--- src/rtl/noc_from_merge.sv ---
// rtl/noc_from_merge.sv - two-port return-path merger forwarding whole packets round-robin
// Optional MERGE_OVF_DROP_PKT_EN: an overflowing packet is discarded instead of truncated.
module noc_from_merge #(
  parameter int DEPTH = 16,
  parameter int AW    = $clog2(DEPTH)
) (
  input  logic       clk,
  input  logic       reset,
  input  logic       p0_noc_from_dev_ctl,
  input  logic [7:0] p0_noc_from_dev_data,
  input  logic       p1_noc_from_dev_ctl,
  input  logic [7:0] p1_noc_from_dev_data,
  output logic       noc_from_dev_ctl,
  output logic [7:0] noc_from_dev_data,
  output logic [1:0] ovf,
  output logic       busy
);
  typedef enum logic {IDLE, SEND} state_t;

  logic [1:0]  in_ctl;
  logic [7:0]  in_data [2];
  logic [8:0]  mem [2][DEPTH];
  logic [AW:0] wptr [2], rptr [2], cnt [2], used [2];
  logic [AW:0] wptr_nx [2], cnt_nx [2];
  logic [1:0]  in_pkt, in_pkt_nx, ovf_nx, wr, pop, dec;
  logic [1:0]  is_cmd, is_nop, want, full;
`ifdef MERGE_OVF_DROP_PKT_EN
  logic [AW:0] mark [2], mark_nx [2];
`endif

  state_t      state, state_nx;
  logic        g, g_nx, rr, rr_nx;
  logic        out_ctl_nx;
  logic [7:0]  out_data_nx;
  logic [AW:0] used_g, rnext;
  logic [8:0]  head, next;
  logic        last, sending;

  assign in_ctl     = {p1_noc_from_dev_ctl, p0_noc_from_dev_ctl};
  assign in_data[0] = p0_noc_from_dev_data;
  assign in_data[1] = p1_noc_from_dev_data;

  assign sending = (state == SEND);
  assign busy    = sending;
  assign used_g  = wptr[g] - rptr[g];
  assign rnext   = rptr[g] + 1'b1;
  assign head    = mem[g][rptr[g][AW-1:0]];
  assign next    = mem[g][rnext[AW-1:0]];
  // Burst ends when the entry behind the head is absent or opens another packet.
  assign last    = (used_g <= (AW+1)'(1)) || next[8];
  assign pop[0]  = sending && !g && (used_g != '0);
  assign pop[1]  = sending &&  g && (used_g != '0);
  assign dec[0]  = sending && !g && last;
  assign dec[1]  = sending &&  g && last;

  always_comb begin
    for (int p = 0; p < 2; p++) begin
      used[p]      = wptr[p] - rptr[p];
      is_cmd[p]    = in_ctl[p] && (in_data[p] != 8'h00);
      is_nop[p]    = in_ctl[p] && (in_data[p] == 8'h00);
      want[p]      = in_pkt[p] ? !is_nop[p] : is_cmd[p];
      // A same-cycle pop frees a slot before the write lands.
      full[p]      = (used[p] == (AW+1)'(DEPTH)) && !pop[p];
      wr[p]        = want[p] && !full[p];
      in_pkt_nx[p] = is_cmd[p] ? 1'b1 : (is_nop[p] ? 1'b0 : in_pkt[p]);
      wptr_nx[p]   = wptr[p] + (AW+1)'(wr[p]);
      ovf_nx[p]    = ovf[p] || (want[p] && full[p]);
      cnt_nx[p]    = cnt[p] + (AW+1)'(in_pkt[p] && in_ctl[p]) - (AW+1)'(dec[p]);
`ifdef MERGE_OVF_DROP_PKT_EN
      mark_nx[p]   = is_cmd[p] ? wptr[p] : mark[p];
      if (want[p] && full[p]) begin
        in_pkt_nx[p] = 1'b0;
        wptr_nx[p]   = mark_nx[p];
      end
`endif
    end
  end

  always_comb begin
    state_nx    = state;
    g_nx        = g;
    rr_nx       = rr;
    out_ctl_nx  = 1'b1;
    out_data_nx = 8'h00;
    case (state)
      IDLE: begin
        if ((cnt[0] != '0) || (cnt[1] != '0)) begin
          g_nx     = (cnt[rr] != '0) ? rr : !rr;
          rr_nx    = !g_nx;
          state_nx = SEND;
        end
      end
      SEND: begin
        if (used_g != '0) {out_ctl_nx, out_data_nx} = head;
        if (last) begin
          state_nx = IDLE;
          // Back-to-back grant favours the other port so neither is served twice in a row.
          if ((cnt_nx[0] != '0) || (cnt_nx[1] != '0)) begin
            g_nx     = (cnt_nx[!g] != '0) ? !g : g;
            state_nx = SEND;
          end
        end
      end
      default: state_nx = IDLE;
    endcase
  end

  always_ff @(posedge clk or negedge reset) begin
    if (!reset) begin
      state             <= IDLE;
      g                 <= 1'b0;
      rr                <= 1'b0;
      noc_from_dev_ctl  <= 1'b1;
      noc_from_dev_data <= 8'h00;
      ovf               <= 2'b00;
      in_pkt            <= 2'b00;
      for (int p = 0; p < 2; p++) begin
        wptr[p] <= '0;
        rptr[p] <= '0;
        cnt[p]  <= '0;
`ifdef MERGE_OVF_DROP_PKT_EN
        mark[p] <= '0;
`endif
      end
    end else begin
      state             <= state_nx;
      g                 <= g_nx;
      rr                <= rr_nx;
      noc_from_dev_ctl  <= out_ctl_nx;
      noc_from_dev_data <= out_data_nx;
      ovf               <= ovf_nx;
      in_pkt            <= in_pkt_nx;
      for (int p = 0; p < 2; p++) begin
        wptr[p] <= wptr_nx[p];
        rptr[p] <= rptr[p] + (AW+1)'(pop[p]);
        cnt[p]  <= cnt_nx[p];
`ifdef MERGE_OVF_DROP_PKT_EN
        mark[p] <= mark_nx[p];
`endif
      end
    end
  end

  always_ff @(posedge clk) begin
    for (int p = 0; p < 2; p++) begin
      if (wr[p]) mem[p][wptr[p][AW-1:0]] <= {in_ctl[p], in_data[p]};
    end
  end
endmodule

--- config.mk ---
export PLATFORM = sky130hd
export DESIGN_NAME = noc_from_merge
export DESIGN_NICKNAME = d
export VERILOG_FILES = /design/src/rtl/noc_from_merge.sv
export SDC_FILE = /design/constraint.sdc
export NUM_CORES = 1
export LEC_CHECK = 0
export ABC_AREA = 1
export ABC_CLOCK_PERIOD_IN_PS = 5400
export BUFFER_PORTS_ARGS = -buffer_cell sky130_fd_sc_hd__clkbuf_2
export CAP_MARGIN = 30
export CORE_MARGIN = 5
export CORE_UTILIZATION = 46
export DETAILED_ROUTE_END_ITERATION = 10
export MAX_ROUTING_LAYER = met4
export PLACE_DENSITY = 0.65
export SLEW_MARGIN = 25
export SYNTH_ARGS = -nofsm -noshare
export SYNTH_HDL_FRONTEND = slang
export SYNTH_SLANG_ARGS = --single-unit
--- constraint.sdc ---
create_clock -name clk -period 5.4 [get_ports clk]
set_clock_uncertainty 0.1 [all_clocks]
set_input_delay 0.27 -clock clk [delete_from_list [all_inputs] [get_ports clk]]
set_output_delay 0.27 -clock clk [all_outputs]
set_load 0.05 [all_outputs]
==> summary.md, run 1 <==
| Metric | Value |
|---|---|
| R2R depth | 27 |
| First-pass GRT wire length | 59.2 mm |
| R2R Path End | g |
| Hold path cells | 1 |
| Starting density of the core | 46.4% |
| Worst slew pin tran | 1.00 ns |
| # diodes | 0 |
| Status | complete, no violations |
| Post-synthesis area per instance | 11.0 µm² |
| Hold Path Sink | mem[0][89] |
| Library cells used by synthesis | 48 |
| P per Cell Area | 688 mW/mm² |
| Cts bufs inserted | 35 |
| Critical Path Source Type | flop |
| Final hold slack | 0.170 ns |
| Number of cell rows | 66 |
| Worst Setup End Kind | flop |
| Total number of vias | 10,300 |
| Reg2reg setup slack | 0.55 ns |
| DR iter-0 viols | 955 |
| Post-Syn Area | 0.0150 mm² |
| H-tree levels | 2 |
| Most Frequent Cell on Critical Path | nand2_1 |
| Fin Setup TNS | 0 ns |
| Nets | 1,457 |
| Clock Sinks | 334 |
| Hold_buf cts | 1 |
| Layout area overhead | 11.1% |
| Sequential area share after synthesis | 65.1% |
| MaxCap Viol Count | 0 |
| Leakage | 6.45 nW |
| Post-synth EDFFs | 288 |
| # DRC | 0 |
| CTS tree | done |
| Placer congestion estimate | 0.857 |
| Vias in the first global route | 10,000 |
| Worst path arrival time | 5.21 ns |
| Total Wirelength | 38.7 mm |
| Reg2Reg Launch Point | g |
| RSZ-0062 raised after global routing | false |
| Die Wd | 191 µm |
| Clock Path Buffers | 3 |
| Async SR Flop Fraction | 13.8% |
| Synth Flop Type | edfxtp_1 |
| DRT antenna net count | 0 |
| Core Region | 0.0325 mm² |
| Number of gates resized after cts | 0 |
| DIE AREA | 0.0364 mm² |
| Minimum clock period | 4.85 ns |
| Yosys reg bits | 334 |
| Drt pass-1 iters | 7 |
| Syn Nets | 1,422 |
| DP Wirelength | 23.2 mm |
| Max Slew Vio Count | 0 |
| Clk slew on worst S/H paths | 0.06 ns |
| Final Hold Fails | 0 |
| Layout cells sized above 1 | 10.3% |
| Worst setup path class | reg2reg |
| Worst-path fanout max | 45 |
| Largest net degree at the start of global routing | 85 |
| Top cell family by delay on the critical path | simple AND/OR/NAND/NOR gates |
| Most frequent cell after synthesis | edfxtp_1 |
| Post-CTS setup buffers | 0 |
| Synth area leaders | edfxtp_1 57%, dfrtp_1 7.5%, nor2_1 6.9% |
| DIE HEIGHT | 191 µm |
| Setup violations, final | 0 |
| Total gr overflow | 0 |
| Syn. warnings | 0 |
| Share of the synthesized area in the top cell type | 57.5% |
| Data required, critical path | 5.77 ns |
| Initial antenna violation count | 1 |
| Crit share post-route | 89.7% |
| Buffers plus inverters on the worst setup path | 4 |
| Slowest CP cell | dfrtp_4 |
| Mapped Cells | 1,366 |
| Max_slew headroom | 33.2% |
| Worst vdd ir | 0.448 mV |
| Worst skew pair latency | 0.53 ns |
| I/O pin cnt | 32 |
| Worst Hold Class | in2reg |
| Design Power | 0.0115 W |
| Tot GR Track Use | 22.1% |
| WL/cell | 20.7 µm |
| Yosys top cell by area | edfxtp_1 |
| CP max stage delay | 0.78 ns |
| Maximum operating frequency | 206 MHz |
| Vias per inst | 5.51 |
| CTS root buffer | clkbuf_16 |
| Hold path start | p0_noc_from_dev_ctl |
| Number of port buffers | 31 |
| Most frequent cells after synthesis | 288 x edfxtp_1, 276 x nor2_1, 208 x nand2_1, 92 x inv_1, 67 x o21ai_0 |
## registers in the layout, indices dropped and copies added, names as in the netlist
signal             cells
mem                  288
cnt                   10
rptr                  10
wptr                  10
noc_from_dev_data      8
in_pkt                 2
ovf                    2
busy                   1
g                      1
noc_from_dev_ctl       1
rr                     1
## cells by family (layout without fill, tap and decap cells)
family                   Yosys count  after routing  share of synthesized area (%)
AO/OA/AOI/OAI                    184            184                           7.40
XOR/XNOR                          22             22                           1.28
adder cells (fa/ha/maj)           36             36                           3.14
buffers and inverters            159            217                           5.25
flip-flops                       334            334                           65.1
multiplexers                      12             12                          0.798
AND/OR/NAND/NOR                  619            619                           17.0
## worst register-to-register path: stages, from the launching register on
cell and delay [ns]:
dfrtp_4 0.78, nand2_1 0.21, nand2_4 0.31, ha_1 0.21
inv_1 0.07, fa_1 0.49, xor2_1 0.19, nor2_1 0.09
nand2_1 0.07, nor2_2 0.11, nand2_1 0.08, nand3_1 0.14
nand2_1 0.07, inv_1 0.05, ha_1 0.22, inv_1 0.06
ha_1 0.15, inv_1 0.06, fa_1 0.38, nand3b_1 0.17
nand2_1 0.08, xnor2_1 0.14, nand3_1 0.12, nor2_1 0.15
nand2_1 0.08, nand3_1 0.08, nand2_1 0.05, nand2_1 0.07
## final cells by class
cell class	count	area [µm²]
clock buffers	40	895
clock inverters	20	239
fillers	2772	15700
inverters	94	355
multi-input cells	873	4470
flip-flops and latches	334	9800
well taps	442	553
repair buffers	63	398
## routing by layer
| layer | up-vias | global-route usage (%) | wire, µm | part of all wire, % |
|---|---|---|---|---|
| met4 | 0 | 7.35 | 1290 | 3.3 |
| met2 | 401 | 35.5 | 18400 | 48 |
| met3 | 86 | 3.41 | 2780 | 7.2 |
| met5 | - | - | 0 | 0 |
| li1 | 4767 | - | - | - |
| met1 | 5019 | 29.2 | 16200 | 42 |
## stage by stage
step	setup slack [ns]	cell area [µm²]	instances	util, %
finish	0.554	16700	1866	51.5
CTS	0.534	16700	1864	51.5
global route	0.0714	16700	1866	51.5
floorplan	1.04	15000	1366	-
global placement	0.674	15500	1802	47.9
detailed placement	0.568	15600	1803	47.9
## cells in the final DEF, fill, tap and decap left out, types with 6 or more instances in the layout
cell type  synthesis  final
o21ai_1            5      6
nand3_1           59     59
clkbuf_16          0     35
nor3_1            38     38
o31ai_1           34     34
buf_4             15     31
nand2_1          208    207
edfxtp_1         288    288
nor2_2            11     11
o211ai_1          14     14
a31oi_1            8      8
xnor2_1            6      6
dfrtp_1           45     44
or2_2              7      7
mux2i_1           12     12
inv_1             92     91
ha_1              33     33
o21ai_0           67     66
nor2_1           276    276
clkbuf_2           0     31
clkinv_1           0      6
a21oi_1           38     38
xor2_1            16     16
## worst max path at each step
stage,cells past startpoint,endpoint,start,slack (ns)
floorplan,29,g,g,1.04
global placement,27,g,g,0.67
detailed placement,26,g,g,0.57
CTS,27,g,g,0.53
global route,27,g,g,0.07
finish,27,g,g,0.55
## where the power goes
group          leakage, nW  internal (W)  switching [W]
Sequential            3.14       0.00347       0.000302
Combinational         2.77       0.00163        0.00369
Clock                0.550       0.00139        0.00101
Total                 6.45       0.00649        0.00500
No activity file was read; power rests on OpenSTA's default activity.
==> run 2, diff against run 1 <==
--- a/config.mk
+++ b/config.mk
@@ -6,7 +6,7 @@
 export NUM_CORES = 1
 export LEC_CHECK = 0
 export ABC_AREA = 1
-export ABC_CLOCK_PERIOD_IN_PS = 5400
+export ABC_CLOCK_PERIOD_IN_PS = 6000
 export BUFFER_PORTS_ARGS = -buffer_cell sky130_fd_sc_hd__clkbuf_2
 export CAP_MARGIN = 30
 export CORE_MARGIN = 5
==> constraint.sdc (replaced) <==
create_clock -name clk -period 6 [get_ports clk]
set_clock_uncertainty 0.1 [all_clocks]
set_input_delay 0.3 -clock clk [delete_from_list [all_inputs] [get_ports clk]]
set_output_delay 0.3 -clock clk [all_outputs]
set_load 0.05 [all_outputs]
==> run 2 against run 1 <==
Compared with the run above:
- total power is 8.8% lower
- flip-flop and latch count did not move
- critical endpoint unchanged
- die area did not move
- count of clock-buffer cells in the layout up 7
- first-iteration DRC count is 1.0% higher
- register-to-register slack better by 0.76 ns
- combinational power decreased by 10%
- non-clock buffer count fell by 9
- cell area up 0.26%
- maximum frequency up 3.3%
- clock power fell by 3%
- largest cell class unchanged
- final cell count down 0.21%
==> summary.md, run 2 (synthesized netlist as in run 1, its figures left out) <==
| Metric | Value |
|---|---|
| Clk slew on worst S/H paths | 0.07 ns |
| Seq pwr share | 32.2% |
| Max Slew Vio Count | 0 |
| Maximum operating frequency | 213 MHz |
| Worst Hold Class | in2reg |
| Worst slew pin tran | 0.882 ns |
| Reg2reg setup slack | 1.31 ns |
| Minimum clock period | 4.69 ns |
| Largest net degree at the start of global routing | 152 |
| Worst setup path class | reg2reg |
| Commonest cells after routing, fill and taps aside | 288 x edfxtp_1, 276 x nor2_1, 207 x nand2_1, 91 x inv_1, 66 x o21ai_0 |
| MaxCap Viol Count | 0 |
| DIE AREA | 0.0364 mm² |
| P per Cell Area | 626 mW/mm² |
| CTS root buffer | clkbuf_16 |
| Clock Sinks | 334 |
| WL/cell | 21.2 µm |
| Worst Setup End Kind | flop |
| Net Sw Frac | 43.2% |
| H-tree levels | 2 |
| Fin Setup TNS | 0 ns |
| I/O pin cnt | 32 |
| Total number of vias | 10,300 |
| Gate power share | 45.7% |
| Die Wd | 191 µm |
| Vias in the first global route | 9,847 |
| Number of port buffers | 31 |
| CTS tree | done |
| NetSw | 0.00453 W |
| DRT antenna net count | 0 |
| Number of cell rows | 66 |
| DR iter-0 viols | 965 |
| Data required, critical path | 6.30 ns |
| Crit share post-route | 78.2% |
| Post-CTS setup buffers | 0 |
| Total gr overflow | 0 |
| Cts bufs inserted | 36 |
| Starting density of the core | 46.4% |
| Worst vdd ir | 0.471 mV |
| Worst path arrival time | 4.99 ns |
| DP Wirelength | 23.6 mm |
| # DRC | 0 |
| Clock share of power | 22.1% |
| Nets | 1,449 |
| Max_slew headroom | 41.0% |
| Total Wirelength | 39.5 mm |
| Clock Path Buffers | 3 |
| Worst skew pair latency | 0.53 ns |
| Max reg flops | 288 |
| RSZ-0062 raised after global routing | false |
| Critical Path Source Type | flop |
| # diodes | 0 |
| Dpl cell area | 0.0155 mm² |
| Tot GR Track Use | 22.2% |
| Leakage | 6.45 nW |
| Final Hold Fails | 0 |
| Commonest non-fill, non-tap cell in the layout | edfxtp_1 |
| Initial antenna violation count | 0 |
| Layout area overhead | 11.4% |
| Vias per inst | 5.51 |
| Cell area after layout | 0.0168 mm² |
| Layout cells sized above 1 | 10.0% |
| Setup violations, final | 0 |
| Worst-path fanout max | 70 |
| Status | complete, no violations |
| First-pass GRT wire length | 59.8 mm |
| Drt pass-1 iters | 7 |
| Internal power | 0.00596 W |
| DIE HEIGHT | 191 µm |
| Core Region | 0.0325 mm² |
| Placer congestion estimate | 0.893 |
==> run 2: cell types whose count changed in the layout (fill, tap and decap cells not counted), moves of 3 or more <==
cell / previous run / this run
clkinv_4: 1 / 4
clkbuf_1: 5 / 10
clkinv_2: 5 / 1
clkinv_1: 6 / 1
buf_4: 31 / 21
==> run 2: power by group through the flow <==
stage | clock network (W) | registers [W] | logic [W]
finish | 0.00232 | 0.00338 | 0.00479
global route | 0.00244 | 0.00343 | 0.00530
CTS | 0.00234 | 0.00338 | 0.00476
detailed placement | 0 | 0.00342 | 0.00473
global placement | 0 | 0.00341 | 0.00464
floorplan | 0 | 0.00344 | 0.00342
==> run 2: final timing paths <==
| check | startpoint | to | cells after the start |
|---|---|---|---|
| min in group asynchronous | reset | rptr[3] | 3 |
| max | g | g | 22 |
| max reg2reg | g | g | 22 |
| max in group asynchronous | reset | g | 3 |
| min | p1_noc_from_dev_data[2] | mem[1][101] | 1 |
| min reg2reg | ovf[1] | ovf[1] | 2 |
==> run 2: stage by stage <==
step / std cells / setup WS (ns) / total power (W) / utilization (%) / hold slack [ns]
global route: 1862 / 0.970 / 0.0112 / 51.6 / 0.159
global placement: 1790 / 1.41 / 0.00805 / 47.7 / 0.348
detailed placement: 1794 / 1.32 / 0.00815 / 47.8 / 0.352
CTS: 1860 / 1.29 / 0.0105 / 51.6 / 0.140
finish: 1862 / 1.31 / 0.0105 / 51.6 / 0.131
floorplan: 1366 / 1.64 / 0.00685 / - / -0.0956
==> run 2: routing by layer <==
metal	vias up	wire [µm]	track usage, %
li1	4759	-	-
met1	4962	16300	30.0
met2	450	18800	35.5
met3	84	3170	3.48
met4	0	1170	6.05
met5	-	0	-
==> run 2: area by class of cell <==
cell class / count / area (µm²)
Multi-Input combinational cell: 873 / 4470
Inverter: 94 / 355
Tap cell: 442 / 553
Clock inverter: 18 / 280
Fill cell: 2813 / 15700
Sequential cell: 334 / 9800
Clock buffer: 47 / 952
Timing Repair Buffer: 54 / 343
==> run 2: critical path: stages (launching register included) <==
cell	delay, ns
dfrtp_4	0.63
nand2_1	0.15
nand2_4	0.35
buf_4	0.74
nand2_1	0.15
nand3_1	0.13
nand3_1	0.09
nand3_1	0.10
nand3_1	0.15
nand2_1	0.09
inv_1	0.04
ha_1	0.26
inv_1	0.05
ha_1	0.15
inv_1	0.06
fa_1	0.50
inv_1	0.05
nor3_1	0.20
nand4_1	0.16
nor2_1	0.15
nand2_1	0.08
nand4_1	0.10
nand2_1	0.06
==> run 2: what timing repair did <==
action                                 in CTS  in global routing
gates resized for setup                     0                  0
endpoints found under the hold margin      45                  0
hold buffers                                1                  0
